## src/rtl/gpu_pkg.sv

```systemverilog
// Shared constants, register map and FSM encoding for the VRAM fill engine.
package gpu_pkg;

    // Framebuffer geometry and VRAM address width
    localparam int unsigned FB_W   = 200;
    localparam int unsigned FB_H   = 150;
    localparam int unsigned ADDR_W = 15;

    // MMIO register offsets
    localparam logic [2:0] REG_X0     = 3'd0;
    localparam logic [2:0] REG_Y0     = 3'd1;
    localparam logic [2:0] REG_W      = 3'd2;
    localparam logic [2:0] REG_H      = 3'd3;
    localparam logic [2:0] REG_COLOUR = 3'd4;
    localparam logic [2:0] REG_CTRL   = 3'd5;

    // CTRL register strobe bits
    localparam int unsigned CTRL_START_BIT = 0;
    localparam int unsigned CTRL_CLR_BIT   = 1;

    // Engine states
    typedef enum logic [1:0] {
        ST_IDLE  = 2'd0,
        ST_SETUP = 2'd1,
        ST_FILL  = 2'd2,
        ST_DONE  = 2'd3
    } fill_state_e;

    // Unsigned minimum of two bytes, used for clipping the rectangle extent
    function automatic logic [7:0] min_u8(input logic [7:0] a, input logic [7:0] b);
        return (a < b) ? a : b;
    endfunction

endpackage

```

## src/rtl/fill_addr_gen.sv

```systemverilog
// Raster address generator for the fill engine. Its counters describe the pixel
// currently on the VRAM port; o_next_addr is the address the port will carry next
// cycle (first pixel when loading, next raster pixel when stepping).
module fill_addr_gen
    import gpu_pkg::*;
#(
    parameter int unsigned P_FB_W   = FB_W,
    parameter int unsigned P_ADDR_W = ADDR_W
) (
    input  logic                clk,
    input  logic                rst_n,
    input  logic                i_load,
    input  logic                i_step,
    input  logic [7:0]          i_x0,
    input  logic [7:0]          i_y0,
    input  logic [7:0]          i_we,
    input  logic [7:0]          i_he,
    output logic [P_ADDR_W-1:0] o_next_addr,
    output logic                o_last
);

    localparam logic [P_ADDR_W-1:0] LP_STRIDE = P_ADDR_W'(P_FB_W);

    logic [7:0]          r_x0;
    logic [7:0]          r_we;
    logic [7:0]          r_he;
    logic [7:0]          r_x;
    logic [7:0]          r_col;
    logic [7:0]          r_row;
    logic [P_ADDR_W-1:0] r_row_base;

    logic [7:0]          w_x_nxt;
    logic [7:0]          w_col_nxt;
    logic [7:0]          w_row_nxt;
    logic [P_ADDR_W-1:0] w_row_base_nxt;
    logic [P_ADDR_W-1:0] w_row_base0;
    logic                w_end_row;

    // The only multiply in the engine: start-of-rectangle row base
    assign w_row_base0 = P_ADDR_W'(i_y0) * LP_STRIDE;

    assign w_end_row = (r_col == (r_we - 8'd1));
    assign o_last    = w_end_row && (r_row == (r_he - 8'd1));

    // Next counter values: load the first pixel, or advance in raster order
    always_comb begin
        w_x_nxt        = r_x;
        w_col_nxt      = r_col;
        w_row_nxt      = r_row;
        w_row_base_nxt = r_row_base;
        if (i_load) begin
            w_x_nxt        = i_x0;
            w_col_nxt      = 8'd0;
            w_row_nxt      = 8'd0;
            w_row_base_nxt = w_row_base0;
        end else if (i_step) begin
            if (w_end_row) begin
                w_x_nxt        = r_x0;
                w_col_nxt      = 8'd0;
                w_row_nxt      = r_row + 8'd1;
                w_row_base_nxt = r_row_base + LP_STRIDE;
            end else begin
                w_x_nxt        = r_x + 8'd1;
                w_col_nxt      = r_col + 8'd1;
                w_row_nxt      = r_row;
                w_row_base_nxt = r_row_base;
            end
        end else begin
            w_x_nxt        = r_x;
            w_col_nxt      = r_col;
            w_row_nxt      = r_row;
            w_row_base_nxt = r_row_base;
        end
    end

    assign o_next_addr = w_row_base_nxt + P_ADDR_W'(w_x_nxt);

    // Counter and latched-geometry registers
    always_ff @(posedge clk or negedge rst_n) begin
        if (!rst_n) begin
            r_x0       <= 8'd0;
            r_we       <= 8'd0;
            r_he       <= 8'd0;
            r_x        <= 8'd0;
            r_col      <= 8'd0;
            r_row      <= 8'd0;
            r_row_base <= '0;
        end else begin
            if (i_load) begin
                r_x0 <= i_x0;
                r_we <= i_we;
                r_he <= i_he;
            end
            r_x        <= w_x_nxt;
            r_col      <= w_col_nxt;
            r_row      <= w_row_nxt;
            r_row_base <= w_row_base_nxt;
        end
    end

endmodule

```

## src/rtl/vram_fill_engine.sv

```systemverilog
// MMIO-programmed rectangle fill engine driving the VRAM write port, one pixel
// per clock in raster order. Register file and FSM live here; raster address
// sequencing is in fill_addr_gen.
module vram_fill_engine #(
    parameter int unsigned FB_W   = gpu_pkg::FB_W,
    parameter int unsigned FB_H   = gpu_pkg::FB_H,
    parameter int unsigned ADDR_W = gpu_pkg::ADDR_W
) (
    input  logic              clk,
    input  logic              rst_n,
    input  logic              mmio_we_i,
    input  logic [2:0]        mmio_addr_i,
    input  logic [7:0]        mmio_data_i,
    output logic [1:0]        status_o,
    output logic              done_o,
    output logic              v_we_o,
    output logic [ADDR_W-1:0] v_addr_o,
    output logic [7:0]        v_data_o
);

    import gpu_pkg::fill_state_e;
    import gpu_pkg::ST_IDLE;
    import gpu_pkg::ST_SETUP;
    import gpu_pkg::ST_FILL;
    import gpu_pkg::ST_DONE;
    import gpu_pkg::REG_X0;
    import gpu_pkg::REG_Y0;
    import gpu_pkg::REG_W;
    import gpu_pkg::REG_H;
    import gpu_pkg::REG_COLOUR;
    import gpu_pkg::REG_CTRL;
    import gpu_pkg::CTRL_START_BIT;
    import gpu_pkg::CTRL_CLR_BIT;
    import gpu_pkg::min_u8;

    localparam logic [7:0] LP_FB_W8 = 8'(FB_W);
    localparam logic [7:0] LP_FB_H8 = 8'(FB_H);

    // Programmed registers (CPU view)
    logic [7:0]        r_reg_x0;
    logic [7:0]        r_reg_y0;
    logic [7:0]        r_reg_w;
    logic [7:0]        r_reg_h;
    logic [7:0]        r_reg_colour;

    // Engine state and registered outputs
    fill_state_e       r_state;
    logic [7:0]        r_colour;
    logic              r_err;
    logic              r_busy;
    logic              r_done;
    logic              r_v_we;
    logic [ADDR_W-1:0] r_v_addr;
    logic [7:0]        r_v_data;

    fill_state_e       w_state_nxt;
    logic              w_start;
    logic              w_clr;
    logic              w_err_nxt;
    logic              w_load;
    logic              w_step;
    logic              w_last;
    logic              w_empty;
    logic [7:0]        w_we;
    logic [7:0]        w_he;
    logic [ADDR_W-1:0] w_next_addr;

    assign w_start = mmio_we_i && (mmio_addr_i == REG_CTRL) && mmio_data_i[CTRL_START_BIT];
    assign w_clr   = mmio_we_i && (mmio_addr_i == REG_CTRL) && mmio_data_i[CTRL_CLR_BIT];

    // Clipped extent; spans are only meaningful when the origin is on-screen,
    // and an off-screen origin forces the empty case anyway
    assign w_we    = min_u8(r_reg_w, LP_FB_W8 - r_reg_x0);
    assign w_he    = min_u8(r_reg_h, LP_FB_H8 - r_reg_y0);
    assign w_empty = (r_reg_x0 >= LP_FB_W8) || (r_reg_y0 >= LP_FB_H8) ||
                     (w_we == 8'd0) || (w_he == 8'd0);

    // Clear is applied before start, so clear+start while busy leaves err set
    assign w_err_nxt = (w_start && (r_state != ST_IDLE)) ? 1'b1 :
                       (w_clr ? 1'b0 : r_err);

    fill_addr_gen #(
        .P_FB_W   (FB_W),
        .P_ADDR_W (ADDR_W)
    ) u_addr_gen (
        .clk         (clk),
        .rst_n       (rst_n),
        .i_load      (w_load),
        .i_step      (w_step),
        .i_x0        (r_reg_x0),
        .i_y0        (r_reg_y0),
        .i_we        (w_we),
        .i_he        (w_he),
        .o_next_addr (w_next_addr),
        .o_last      (w_last)
    );

    // Next-state logic and address-generator control
    always_comb begin
        w_state_nxt = r_state;
        w_load      = 1'b0;
        w_step      = 1'b0;
        case (r_state)
            ST_IDLE: begin
                if (w_start) begin
                    w_state_nxt = ST_SETUP;
                end else begin
                    w_state_nxt = ST_IDLE;
                end
            end
            ST_SETUP: begin
                w_load = 1'b1;
                if (w_empty) begin
                    w_state_nxt = ST_DONE;
                end else begin
                    w_state_nxt = ST_FILL;
                end
            end
            ST_FILL: begin
                if (w_last) begin
                    w_state_nxt = ST_DONE;
                end else begin
                    w_step      = 1'b1;
                    w_state_nxt = ST_FILL;
                end
            end
            ST_DONE: begin
                w_state_nxt = ST_IDLE;
            end
            default: begin
                w_state_nxt = ST_IDLE;
            end
        endcase
    end

    // CPU-visible register file; CTRL bits are strobes and are not stored
    always_ff @(posedge clk or negedge rst_n) begin
        if (!rst_n) begin
            r_reg_x0     <= 8'd0;
            r_reg_y0     <= 8'd0;
            r_reg_w      <= 8'd0;
            r_reg_h      <= 8'd0;
            r_reg_colour <= 8'd0;
        end else if (mmio_we_i) begin
            case (mmio_addr_i)
                REG_X0:     r_reg_x0     <= mmio_data_i;
                REG_Y0:     r_reg_y0     <= mmio_data_i;
                REG_W:      r_reg_w      <= mmio_data_i;
                REG_H:      r_reg_h      <= mmio_data_i;
                REG_COLOUR: r_reg_colour <= mmio_data_i;
                default:    ;
            endcase
        end
    end

    // FSM state, latched colour and sticky error
    always_ff @(posedge clk or negedge rst_n) begin
        if (!rst_n) begin
            r_state  <= ST_IDLE;
            r_colour <= 8'd0;
            r_err    <= 1'b0;
        end else begin
            r_state <= w_state_nxt;
            r_err   <= w_err_nxt;
            if (w_load) begin
                r_colour <= r_reg_colour;
            end
        end
    end

    // Registered outputs, computed from the next state so they line up with it
    always_ff @(posedge clk or negedge rst_n) begin
        if (!rst_n) begin
            r_busy   <= 1'b0;
            r_done   <= 1'b0;
            r_v_we   <= 1'b0;
            r_v_addr <= '0;
            r_v_data <= 8'd0;
        end else begin
            r_busy <= (w_state_nxt != ST_IDLE);
            r_done <= (w_state_nxt == ST_DONE);
            r_v_we <= (w_state_nxt == ST_FILL);
            if (w_state_nxt == ST_FILL) begin
                r_v_addr <= w_next_addr;
                r_v_data <= w_load ? r_reg_colour : r_colour;
            end
        end
    end

    assign status_o = {r_err, r_busy};
    assign done_o   = r_done;
    assign v_we_o   = r_v_we;
    assign v_addr_o = r_v_addr;
    assign v_data_o = r_v_data;

endmodule

```

## config.mk

```make
export PLATFORM = sky130hd
export DESIGN_NAME = vram_fill_engine
export DESIGN_NICKNAME = d
export VERILOG_FILES = /design/src/rtl/gpu_pkg.sv /design/src/rtl/fill_addr_gen.sv /design/src/rtl/vram_fill_engine.sv
export SDC_FILE = /design/constraint.sdc
export NUM_CORES = 1
export LEC_CHECK = 0
export CORE_MARGIN = 1
export CORE_UTILIZATION = 35
export CTS_BUF_LIST = sky130_fd_sc_hd__clkbuf_4 sky130_fd_sc_hd__clkbuf_8
export DETAILED_ROUTE_END_ITERATION = 8
export PLACE_DENSITY = 0.5
export SLEW_MARGIN = 0
export SYNTH_ARGS = -nofsm -noshare
export SYNTH_HDL_FRONTEND = slang
export SYNTH_SLANG_ARGS = --single-unit
```

## constraint.sdc

```tcl
create_clock -name clk -period 8.56 [get_ports clk]
set_clock_uncertainty 0.15 [all_clocks]
set_input_delay 1.712 -clock clk [delete_from_list [all_inputs] [get_ports clk]]
set_output_delay 1.712 -clock clk [all_outputs]
set_load 0.005 [all_outputs]
```

==> summary.md <==
| Metric | Value |
|---|---|
| Status | complete, no violations |
| DRC | 0 |
| Antenna Nets Post-Route | 0 |
| Post-synth EDFFs | 0 |
| Syn avg cell area | 9.96 um^2 |
| CP startpoint kind | flip-flop |
| Hold-critical path depth | 1 |
| Post-layout total power | 0.00326 W |
| CP arrival | 5590 ps |
| Core footprint | 23600 um^2 |
| First-pass GRT wire length | 34400 um |
| Worst reg2reg setup slack | 3160 ps |
| Clock latency on the worst-skew pair | 440 ps |
| CTS root buf | clkbuf_8 |
| Final Slew Violations | 0 |
| Starting density of the core | 0.359 |
| PortBufs | 40 |
| Sequential element share of the synthesized area | 0.413 |
| CTS sink count | 140 |
| Worst Reg-to-Reg Cells | 19 |
| Final Setup Violations | 0 |
| FILL cells | 2394 |
| Ys flop type | dfrtp_1 |
| Largest net degree at the start of global routing | 77 |
| Final Cycle Share | 0.631 |
| Post-Synthesis Cells | 851 |
| Hold Crit Class | flip-flop to flip-flop |
| Initial antenna violation count | 0 |
| Yosys warns | 0 |
| CTS Buffer Depth | 2 |
| Worst VDD drop | 0.137 mV |
| Cts hold-fix bufs | 0 |
| Iteration-0 DRC count of the detailed router | 202 |
| CP required | 8750 ps |
| Pwr dens | 337 nW/um^2 |
| CP Class | flip-flop to flip-flop |
| Full die area | 24800 um^2 |
| Hold EP | v_addr_o[0]$_DFFE_PN0P_ |
| Dpl hpwl | 15000 um |
| Final wirelength | 20400 um |
| CTS resizes | 0 |
| Seq cells post-synth | 140 |
| CP Capture Type | flip-flop |
| Pre-CTS WS | 3120 ps |
| Vias | 6151 |
| RSZ-0062 raised after global routing | false |
| Maximum clock frequency | 185 MHz |
| Hold wc startpoint | v_addr_o[0]$_DFFE_PN0P_ |
| Nets | 974 |
| Yosys top cell area share | 0.413 |
| Pleak | 4.29 nW |
| Die Wd | 158 um |
| Worst R2R End | v_addr_o[11]$_DFFE_PN0P_ |
| H-tree depth | 4 |
| Synth async-reset ratio | 1.00 |
| Area of the mapped netlist | 8470 um^2 |
| ANT cells | 0 |
| Share of layout cells above drive strength 1 | 0.122 |
| Minimum clock period after layout | 5400 ps |
| Total CTS buffers | 17 |
| TritonRoute pass-1 iters | 4 |
| CTS tree | yes |
| Post-CTS Setup Bufs | 0 |
| R2r startpoint | u_addr_gen.r_we[0]$_DFFE_PN0P_ |
| WL per Instance | 16.7 um |
| Vias/cell | 5.04 |
| Die Height | 158 um |
| Largest cells by area after synthesis | dfrtp_1 41%, ha_1 10%, mux2_2 5.7% |
| Final GP Congestion | 0.823 |
| Worst Tran Pin Value | 1130 ps |
| Cell taking the most area after synthesis | dfrtp_1 |
| Setup TNS Final | 0 ps |
| Cell variety after synth | 77 |
| GR Overflow Total | 0 |
| Core Util, Final | 0.409 |
| Number of top-level pins | 41 |
| Final Hold Viols | 0 |
| FP Rows | 56 |
| Crit Path Max Fanout | 24 |
| Max Cap Viol | 0 |
| Area grow syn2layout | 14.0% |
| Syn Nets | 937 |
| Relative slew slack | 0.243 |
| PnR worst setup slack | 3160 ps |
| Global Route Usage Sum | 0.182 |
| Clk pin slew, worst setup/hold paths | 90 ps |
| Hold WS | 345 ps |
| Vias in the first global route | 6364 |
## per-layer routing
metal  GRT usage  share of wire  up-vias  routed length (um)
met4      0.0407         0.0083        0                 170
li1            -              -     3077                   -
met5           0              0        -                   0
met2       0.311           0.49       68                9900
met3      0.0304          0.022       15                 448
met1       0.239           0.48     2991                9880
## kinds of logic after synthesis
family | share of synthesized area
AND/OR/NAND/NOR | 0.146
XOR/XNOR | 0.0610
buffers and inverters | 0.0430
multiplexers | 0.0889
adder cells (fa/ha/maj) | 0.110
flip-flops | 0.413
AO/OA/AOI/OAI | 0.138
## worst max-delay path, stage by stage (launching register included)
cell	delay [ps]
dfrtp_1	430
or4_4	590
o221ai_1	180
or3b_4	440
o211a_1	350
nand2_1	140
nand2_1	460
a21oi_1	290
a21oi_1	60
o21ai_1	300
ha_1	290
a21o_1	150
a21oi_1	220
o21bai_1	90
a21oi_1	250
o21ai_0	120
o211a_1	160
o2111ai_1	230
xnor2_1	90
mux2_1	300
## power breakdown
group / switching (W) / internal, W / total (W)
combinational: 0.000834 / 0.000716 / 0.00155
clock: 0.000271 / 0.000321 / 0.000592
sequential: 0.000222 / 0.000891 / 0.00111
## metrics by stage
step,area (um^2),instances
2_1_floorplan,8470,851
3_3_place_gp,9230,1188
3_5_place_dp,9230,1188
4_1_cts,9660,1220
5_1_grt,9660,1220
6_report,9660,1220
## Yosys cell counts (8+ instances only)
library cell / instances
nor2_1: 57
xor2_1: 20
dfrtp_1: 140
mux2_2: 43
o21ai_1: 18
mux2_1: 12
a21oi_1: 46
nor2b_1: 9
a21o_1: 8
nand4_1: 13
mux2i_1: 12
nor4_1: 11
inv_1: 60
xnor2_1: 39
ha_1: 68
a31oi_1: 8
nand2_1: 75
and3_1: 11
clkbuf_1: 23
nand3_1: 12
o21ai_0: 41
## placed cells by master (no fill, tap or decap), types with 13 or more instances in the layout
cell type	count
o21ai_0	41
a21oi_1	46
ha_1	67
clkdlybuf4s50_1	39
clkbuf_8	17
xnor2_1	39
nand2_1	75
inv_1	60
o21ai_1	18
dfrtp_1	140
nand4_1	13
nor2_1	57
xor2_1	20
mux2_2	43
## layout make-up
| type | count | area (um^2) | share of cell area |
|---|---|---|---|
| multi-input cells | 618 | 4620 | 0.478 |
| flip-flops and latches | 140 | 3500 | 0.363 |
| repair buffers | 49 | 469 | 0.0485 |
| well taps | 319 | 399 | 0.0413 |
| clock buffers | 18 | 241 | 0.0250 |
| inverters | 62 | 233 | 0.0241 |
| clock inverters | 14 | 196 | 0.0203 |
## how the worst max path moves through the flow
stage | endpoint | cells past startpoint | from | slack [ps]
global placement | v_addr_o[8]$_DFFE_PN0P_ | 21 | u_addr_gen.r_we[0]$_DFFE_PN0P_ | 3190
CTS | v_addr_o[8]$_DFFE_PN0P_ | 21 | u_addr_gen.r_we[0]$_DFFE_PN0P_ | 3140
global route | v_addr_o[8]$_DFFE_PN0P_ | 21 | u_addr_gen.r_we[0]$_DFFE_PN0P_ | 2670
floorplan | v_addr_o[8]$_DFFE_PN0P_ | 20 | u_addr_gen.r_we[0]$_DFFE_PN0P_ | 3750
detailed placement | v_addr_o[8]$_DFFE_PN0P_ | 21 | u_addr_gen.r_we[0]$_DFFE_PN0P_ | 3120
finish | v_addr_o[11]$_DFFE_PN0P_ | 19 | u_addr_gen.r_we[0]$_DFFE_PN0P_ | 3160
Note: power is estimated with default switching activity, not from simulation.
